[src/rtl/pads_io_seq.sv]
// -----------------------------------------------------------------------------
// pads_io_seq
//
// Pad-ring I/O sequencer between the core and the digital I/O pads. After
// reset (or a restart request) every output driver is held tristated for a
// settle period, then driver enables are released one group of channels at
// a time, STEP_CYCLES apart, so the I/O supply never sees all drivers switch
// on at once. Core-to-pad outputs are registered and gated by the group
// enables. Pad inputs are brought into the clock domain through a
// SYNC_STAGES-deep synchroniser that ignores sequencing entirely.
//
// Ports
//   clk_i          single clock
//   rst_i          asynchronous active-high reset
//   seq_restart_i  synchronous request: drop all drivers, rerun the sequence
//   core_oe_i      per-channel output enable from the core
//   core_do_i      per-channel output data from the core
//   pad_oe_o       registered output enable to the pads (1 = drive)
//   pad_do_o       registered output data to the pads (0 when disabled)
//   pad_di_i       raw asynchronous input from the pads
//   core_di_o      synchronised pad input to the core
//   ready_o        registered flag: every group is enabled
// -----------------------------------------------------------------------------
module pads_io_seq #(
    parameter int NUM_CH        = 32,
    parameter int GROUP_SIZE    = 8,
    parameter int SETTLE_CYCLES = 256,
    parameter int STEP_CYCLES   = 16,
    parameter int SYNC_STAGES   = 2
) (
    input  logic              clk_i,
    input  logic              rst_i,
    input  logic              seq_restart_i,
    input  logic [NUM_CH-1:0] core_oe_i,
    input  logic [NUM_CH-1:0] core_do_i,
    output logic [NUM_CH-1:0] pad_oe_o,
    output logic [NUM_CH-1:0] pad_do_o,
    input  logic [NUM_CH-1:0] pad_di_i,
    output logic [NUM_CH-1:0] core_di_o,
    output logic              ready_o
);

    // Number of groups; the last one may be partial. GROUP_SIZE >= NUM_CH
    // collapses to a single group.
    localparam int NG      = (NUM_CH + GROUP_SIZE - 1) / GROUP_SIZE;
    localparam int CNT_MAX = (SETTLE_CYCLES > STEP_CYCLES) ? SETTLE_CYCLES : STEP_CYCLES;
    localparam int CNT_W   = $clog2(CNT_MAX + 1);

    // The counter starts at 0 on edge 0, so it holds N-1 on the N-th edge.
    localparam logic [CNT_W-1:0] SETTLE_LAST = CNT_W'(SETTLE_CYCLES - 1);
    localparam logic [CNT_W-1:0] STEP_LAST   = CNT_W'(STEP_CYCLES - 1);

    if (GROUP_SIZE < 1) begin : g_bad_group_size
        $error("pads_io_seq: GROUP_SIZE must be >= 1");
    end
    if (SETTLE_CYCLES < 1) begin : g_bad_settle
        $error("pads_io_seq: SETTLE_CYCLES must be >= 1");
    end
    if (STEP_CYCLES < 1) begin : g_bad_step
        $error("pads_io_seq: STEP_CYCLES must be >= 1");
    end
    if (SYNC_STAGES < 2) begin : g_bad_sync
        $error("pads_io_seq: SYNC_STAGES must be >= 2");
    end

    typedef enum logic [1:0] {
        ST_SETTLE = 2'd0,
        ST_STEP   = 2'd1,
        ST_READY  = 2'd2
    } state_t;

    state_t            state_q, state_d;
    logic [CNT_W-1:0]  cnt_q, cnt_d;
    logic [NG-1:0]     grp_en_q, grp_en_d;
    logic [NG-1:0]     grp_next;
    logic [NUM_CH-1:0] ch_en;
    logic [NUM_CH-1:0] pad_oe_q, pad_oe_d;
    logic [NUM_CH-1:0] pad_do_q, pad_do_d;
    logic              ready_q, ready_d;
    logic [NUM_CH-1:0] sync_q [SYNC_STAGES];

    // Groups are enabled strictly in order, so grp_en is a thermometer code
    // and the next enable pattern is simply one more bit set at the bottom.
    always_comb begin
        grp_next    = grp_en_q << 1;
        grp_next[0] = 1'b1;
    end

    for (genvar c = 0; c < NUM_CH; c++) begin : g_ch_en
        assign ch_en[c] = grp_en_q[c / GROUP_SIZE];
    end

    // ---------------------------------------------------------------- sequencer
    always_comb begin
        state_d  = state_q;
        cnt_d    = cnt_q;
        grp_en_d = grp_en_q;

        unique case (state_q)
            ST_SETTLE: begin
                if (cnt_q == SETTLE_LAST) begin
                    grp_en_d = grp_next;
                    cnt_d    = '0;
                    state_d  = (NG == 1) ? ST_READY : ST_STEP;
                end else begin
                    cnt_d = cnt_q + CNT_W'(1);
                end
            end
            ST_STEP: begin
                if (cnt_q == STEP_LAST) begin
                    grp_en_d = grp_next;
                    cnt_d    = '0;
                    if (grp_next[NG-1]) begin
                        state_d = ST_READY;
                    end
                end else begin
                    cnt_d = cnt_q + CNT_W'(1);
                end
            end
            ST_READY: begin
                // Hold until restart or reset.
            end
            default: begin
                state_d = ST_SETTLE;
                cnt_d   = '0;
            end
        endcase

        // Restart wins over any enable that would land on the same edge and
        // pins the counter at 0 for as long as it is held.
        if (seq_restart_i) begin
            state_d  = ST_SETTLE;
            cnt_d    = '0;
            grp_en_d = '0;
        end
    end

    // ---------------------------------------------------------------- pad output stage
    always_comb begin
        pad_oe_d = core_oe_i & ch_en;
        pad_do_d = core_do_i & ch_en;
        ready_d  = (state_q == ST_READY);
        if (seq_restart_i) begin
            pad_oe_d = '0;
            pad_do_d = '0;
            ready_d  = 1'b0;
        end
    end

    always_ff @(posedge clk_i or posedge rst_i) begin
        if (rst_i) begin
            state_q  <= ST_SETTLE;
            cnt_q    <= '0;
            grp_en_q <= '0;
            pad_oe_q <= '0;
            pad_do_q <= '0;
            ready_q  <= 1'b0;
        end else begin
            state_q  <= state_d;
            cnt_q    <= cnt_d;
            grp_en_q <= grp_en_d;
            pad_oe_q <= pad_oe_d;
            pad_do_q <= pad_do_d;
            ready_q  <= ready_d;
        end
    end

    // ---------------------------------------------------------------- input synchroniser
    always_ff @(posedge clk_i or posedge rst_i) begin
        if (rst_i) begin
            for (int s = 0; s < SYNC_STAGES; s++) begin
                sync_q[s] <= '0;
            end
        end else begin
            sync_q[0] <= pad_di_i;
            for (int s = 1; s < SYNC_STAGES; s++) begin
                sync_q[s] <= sync_q[s-1];
            end
        end
    end

    assign pad_oe_o  = pad_oe_q;
    assign pad_do_o  = pad_do_q;
    assign ready_o   = ready_q;
    assign core_di_o = sync_q[SYNC_STAGES-1];

endmodule

[config.mk]
export PLATFORM = sky130hd
export DESIGN_NAME = pads_io_seq
export DESIGN_NICKNAME = d
export VERILOG_FILES = /design/src/rtl/pads_io_seq.sv
export SDC_FILE = /design/constraint.sdc
export NUM_CORES = 1
export LEC_CHECK = 0
export BUFFER_PORTS_ARGS = -buffer_cell sky130_fd_sc_hd__buf_2
export CAP_MARGIN = 30
export CORE_AREA = 2 2 113 115
export DETAILED_ROUTE_END_ITERATION = 8
export DIE_AREA = 0 0 115 117
export GPL_ROUTABILITY_DRIVEN = 0
export PLACE_DENSITY_LB_ADDON = 0.1
export SLEW_MARGIN = 20
export SYNTH_ARGS = -nofsm -noshare
export SYNTH_HDL_FRONTEND = slang
export SYNTH_SLANG_ARGS = --single-unit
[constraint.sdc]
create_clock -name clk_i -period 4.3 [get_ports clk_i]
set_clock_uncertainty 0.05 [all_clocks]
set_input_delay 0.215 -clock clk_i [delete_from_list [all_inputs] [get_ports clk_i]]
set_output_delay 0.215 -clock clk_i [all_outputs]
set_load 0.05 [all_outputs]
==> impl_metrics.ini, run 1 <==
[synthesis]
yosys_warnings = 0
async_flop_share = 1.00
syn_nets = 420
synth_cell_types = 38
yosysSeqAreaShare = 0.750
synth_area_um2 = 4810
yosys_register_bits = 144
ys.flop_type = dfrtp_1
synth_edf_count = 0
syn_inst = 318
avgSynthCellArea_um2 = 15.1

[critical_path]
r2r_end = grp_en_q[1]
required_ps = 4540
cp-start-kind = flop
worstPathArrival_ps = 2460
crit-reg2reg-launch = cnt_q[0]
cp-end-kind = flop
crit_type = reg2reg
worst-path-max-fanout = 7
reg2reg_depth = 8
ff2ff_setup_slack_ps = 2080

[floorplanning]
rows = 41
dieArea_um2 = 13500
core_um2 = 12300
io_pins = 196
die-width_um = 115
die_h_um = 117
start_util = 0.390

[timing]
period_share = 0.516
hold_slack_ps = 97.0
worst_pin_slew_ps = 885
drv_slew = 0
fmax_ghz = 0.451
slew_headroom = 0.409
fin_setup_tns_ps = 0
setup_violations = 0
hold_viol_final = 0
fin_crit_ps = 2220
rsz0062_at_grt = no

[run]
drv_cap = 0

[routing]
vias = 3271
first_pass_iters = 4
wirelength_mm = 10.7
drtAntennaViolNets = 0
drcViolationCount = 0
initialDrtViolationCount = 170
routed_via_density = 4.33
wl_per_cell_um = 14.2

[global_route]
antenna_found_initial = 0
grt_max_degree = 113
track_usage = 0.162
grt_pass1_vias = 3327
grt_pass1_wl_mm = 16.3
grt_overflow = 0

[clock_tree]
cts_tree = built
cts_hold_buf = 96
cts_setup_buffers = 0
post_cts_resized = 0
cts-root-buf = clkbuf_16
insertion_delay_ps = 410
clockBufferDepth = 2
h-tree-depth = 4
numCtsBuffers = 17
cts_num_sinks = 144
clk_pin_slew_worst_paths_ps = 50

[min_path]
min_to = state_q[1]
hold_class = in2reg
hp-start = seq_restart_i
whs_path_depth = 2

[placed_design]
numPortBuffers = 195
placedCellCount = 625
post-dp-hpwl_mm = 6.67

[power]
p_per_area_nw_per_um2 = 430
ir_drop_mv = 0.231
power.leakage_uw = 0.00387

[finish]
final_cells = 756
nets = 696
drive_gt1_frac = 0.401
fin_util = 0.596
syn_to_final_growth_pct = 52.8
n_antenna_cell = 0

[outcome]
outcome = finished, final reports clean
per-stage QoR:
stage,cell area (um2),power (uW),setup slack (ps)
after global routing,7340,3270,1900
after detailed placement,5710,1580,2120
after global placement,5700,1570,2160
final,7340,3160,2080
after CTS,7290,3190,2070
after floorplan,4810,1530,169
power by group:
group	internal (uW)	leakage, uW	switching [uW]	total, uW
registers	1390	0.00186	10.9	1400
logic	107	0.00171	119	226
clock network	997	0.000303	533	1530
total	2490	0.00387	663	3160
cell type report:
type                            instances  area (um2)
Fill cell                             978        4970
Sequential cell                       144        3600
Timing Repair Buffer                  297        2000
Multi-Input combinational cell        131         910
Clock buffer                           21         460
Tap cell                              150         188
Clock inverter                         10         160
Inverter                                3        16.3
worst max path at each step:
stage,start,end,slack (ps),depth (start not counted)
6_report,cnt_q[0],grp_en_q[1],2080,8
5_1_grt,cnt_q[0],grp_en_q[3],1900,8
4_1_cts,cnt_q[0],grp_en_q[2],2070,8
3_5_place_dp,cnt_q[0],grp_en_q[2],2120,8
3_3_place_gp,cnt_q[0],grp_en_q[2],2160,8
2_1_floorplan,rst_i,cnt_q[0],170,1
layout by cell type (no fill, tap or decap), types with 3 or more instances in the layout:
cell type        n
buf_2          195
dfrtp_1        144
dlygate4sd3_1   97
and2_1          65
clkbuf_16       17
nor2b_1          5
and3_1           5
a21oi_1          4
nand2_1          4
o21ai_0          4
o31ai_1          4
bufinv_16        4
nand2b_1         3
mux2_2           3
nor3_1           3
nor2_1           3
a22o_1           3
nand3_1          3
ha_1             3
clkinv_2         3
buf_4            3
synthesized netlist by cell type (2+ instances only):
cell type,count,area share
dfrtp_1,144,0.75
and2_1,65,0.085
buf_4,32,0.050
and3_1,5,0.0065
nor2b_1,5,0.0065
a21oi_1,4,0.0042
clkbuf_1,4,0.0031
nand2_1,4,0.0031
o21ai_0,4,0.0042
o31ai_1,4,0.0062
a22o_1,3,0.0055
buf_2,3,0.0031
ha_1,3,0.0078
inv_1,3,0.0023
mux2_2,3,0.0070
nand2b_1,3,0.0039
nand3_1,3,0.0031
nor2_1,3,0.0023
nor3_1,3,0.0031
a22oi_1,2,0.0031
sequential cells by signal, indices dropped and copies added (netlist names):
register / cells
core_di_o: 32
cnt_q: 9
state_q: 2
sync_q: 32
pad_do_o: 32
pad_oe_o: 32
grp_en_q: 4
ready_o: 1
kinds of logic after synthesis:
logic type,count (synthesis),synth area share
flip-flops,144,0.750
AND/OR/NAND/NOR,103,0.138
buffers and inverters,43,0.0609
AO/OA/AOI/OAI,22,0.0365
multiplexers,3,0.00703
adder cells (fa/ha/maj),3,0.00781
critical path, stage by stage, from the launching register on:
cell and delay (ps):
dfrtp_1 400, ha_1 320, nand4_1 160, inv_1 80, ha_1 200, nor2b_1 280
a31oi_4 80, nor2_2 180, mux2_2 350
routing by layer:
layer  vias to the layer above  track usage  share of wire
li1                       1547            -              -
met1                      1581        0.188           0.40
met2                       132        0.268           0.51
met3                        11       0.0705          0.079
met4                         0       0.0610          0.014
met5                         -            0              0
Note: power is estimated with default switching activity, not from simulation.
==> run 2, diff against run 1 <==
==> constraint.sdc (replaced) <==
create_clock -name clk_i -period 1.8 [get_ports clk_i]
set_clock_uncertainty 0.05 [all_clocks]
set_input_delay 0.09 -clock clk_i [delete_from_list [all_inputs] [get_ports clk_i]]
set_output_delay 0.09 -clock clk_i [all_outputs]
set_load 0.05 [all_outputs]
==> run 2 against run 1 <==
The flow now finishes with violations (negative setup slack). Clock power rose by 130%. Sequential power rose by 140%. Hold slack gained 170 ps. Critical path depth unchanged. Setup slack lost 2100 ps. Die area did not move. Total power up 140%. Combinational power increased by 150%. Critical path type unchanged. Largest cell class unchanged.
==> impl_metrics.ini, run 2 (synthesis results as in run 1) <==
[outcome]
outcome = finished, violations left
violations = negative setup slack

[critical_path]
worst-path-max-fanout = 4
cp-end-kind = flop
crit_type = reg2reg
crit-reg2reg-launch = cnt_q[5]
crit_path_start = cnt_q[5]
cp_slowest_cell = dfrtp_1
required_ps = 2050
cp-start-kind = flop
worstPathArrival_ps = 2080
slowest_delay_ps = 370
crit_chain = and4_1, nand4_1, inv_1, ha_2, nor2b_4, a31oi_4, nor2_4, mux2_4

[global_route]
grt_pass1_wl_mm = 16.3
antenna_found_initial = 0
grt_pass1_vias = 3321
grt_overflow = 0
track_usage = 0.162
grt_max_degree = 76

[finish]
final_common_cell = buf_2
syn_to_final_growth_pct = 56.3
final_cell_mix = buf_2, dfrtp_1, dlygate4sd3_1
fillers = 974
drive_gt1_frac = 0.426
fin_util = 0.610
final_area_um2 = 7510
n_antenna_cell = 0
nets = 714

[timing]
period_share = 1.02
worst_pin_slew_ps = 600
fin_ws_ps = -31.4
hold_slack_ps = 264
rsz0062_at_grt = yes
setup_violations = 3
fin_setup_tns_ps = -93.3
hold_viol_final = 0
fmax_ghz = 0.546
drv_slew = 0
fin_crit_ps = 1830
slew_headroom = 0.599

[clock_tree]
cts_num_sinks = 144
insertion_delay_ps = 410
cts_tree = built
cts-root-buf = clkbuf_16
clockBufferDepth = 2
numCtsBuffers = 17
h-tree-depth = 4
clk_pin_slew_worst_paths_ps = 60

[floorplanning]
core_um2 = 12300
io_pins = 196
dieArea_um2 = 13500
rows = 41
start_util = 0.390
die-width_um = 115
die_h_um = 117

[routing]
wl_per_cell_um = 13.8
drtAntennaViolNets = 0
routed_via_density = 4.30
wirelength_mm = 10.7
vias = 3331
first_pass_iters = 4
drcViolationCount = 0
initialDrtViolationCount = 253

[placed_design]
pre_cts_slack_ps = -45.6
post-dp-hpwl_mm = 7.01
placed_area_um2 = 5880
numPortBuffers = 195

[min_path]
hp-start = pad_di_i[15]
hold_class = in2reg

[run]
drv_cap = 0

[power]
p_per_area_nw_per_um2 = 993
ir_drop_mv = 0.522
power.leakage_uw = 0.00397
-- run 2: critical path, delay by kind of cell (launching register included) --
family	cells	cell delay [ps]
AO/OA/AOI/OAI	1	250
adder cells (fa/ha/maj)	1	170
buffers and inverters	1	60
flip-flops	1	370
multiplexers	1	290
AND/OR/NAND/NOR	4	520
-- run 2: per-stage QoR --
stage / std cells / power (uW)
after floorplan: 318 / 3660
after global placement: 640 / 3780
after detailed placement: 641 / 3790
after CTS: 771 / 7570
after global routing: 774 / 7760
final: 774 / 7460
-- run 2: final timing paths --
kind	endpoint	slack (ps)	cells past startpoint
setup / recovery	grp_en_q[2]	-30	8
hold / removal	sync_q[47]	260	2
setup reg to reg	grp_en_q[2]	-30	8
hold reg to reg	core_di_o[13]	290	0
max in group asynchronous	pad_do_o[17]	1060	4
min in group asynchronous	pad_oe_o[0]	330	4
-- run 2: final cells by class --
class / count / area (um2) / area share
Timing Repair Buffer: 315 / 2150 / 0.286
Sequential cell: 144 / 3600 / 0.480
Multi-Input combinational cell: 131 / 943 / 0.126
Clock buffer: 21 / 480 / 0.0640
Inverter: 3 / 15.0 / 0.00200
Tap cell: 150 / 188 / 0.0250
Clock inverter: 10 / 133 / 0.0177
-- run 2: metal layers --
| metal | track usage | part of all wire |
|---|---|---|
| met1 | 0.193 | 0.41 |
| met2 | 0.261 | 0.50 |
| met5 | 0 | 0 |
| met3 | 0.0623 | 0.077 |
| met4 | 0.0779 | 0.018 |
-- run 2: repair_timing --
action / 4_1_cts / 5_1_grt
hold buffers: 98 / 0
setup endpoints to repair: 8 / 13
setup buffers: 1 / 1
pin swaps: 4 / 2
resized for setup: 1 / 1
hold endpoints to repair: 242 / 0
-- run 2: power by group --
| group | leakage, uW | internal [uW] | switching, uW |
|---|---|---|---|
| Clock | 0.000309 | 2310 | 1260 |
| Sequential | 0.00186 | 3320 | 20.4 |
| Combinational | 0.00180 | 267 | 288 |
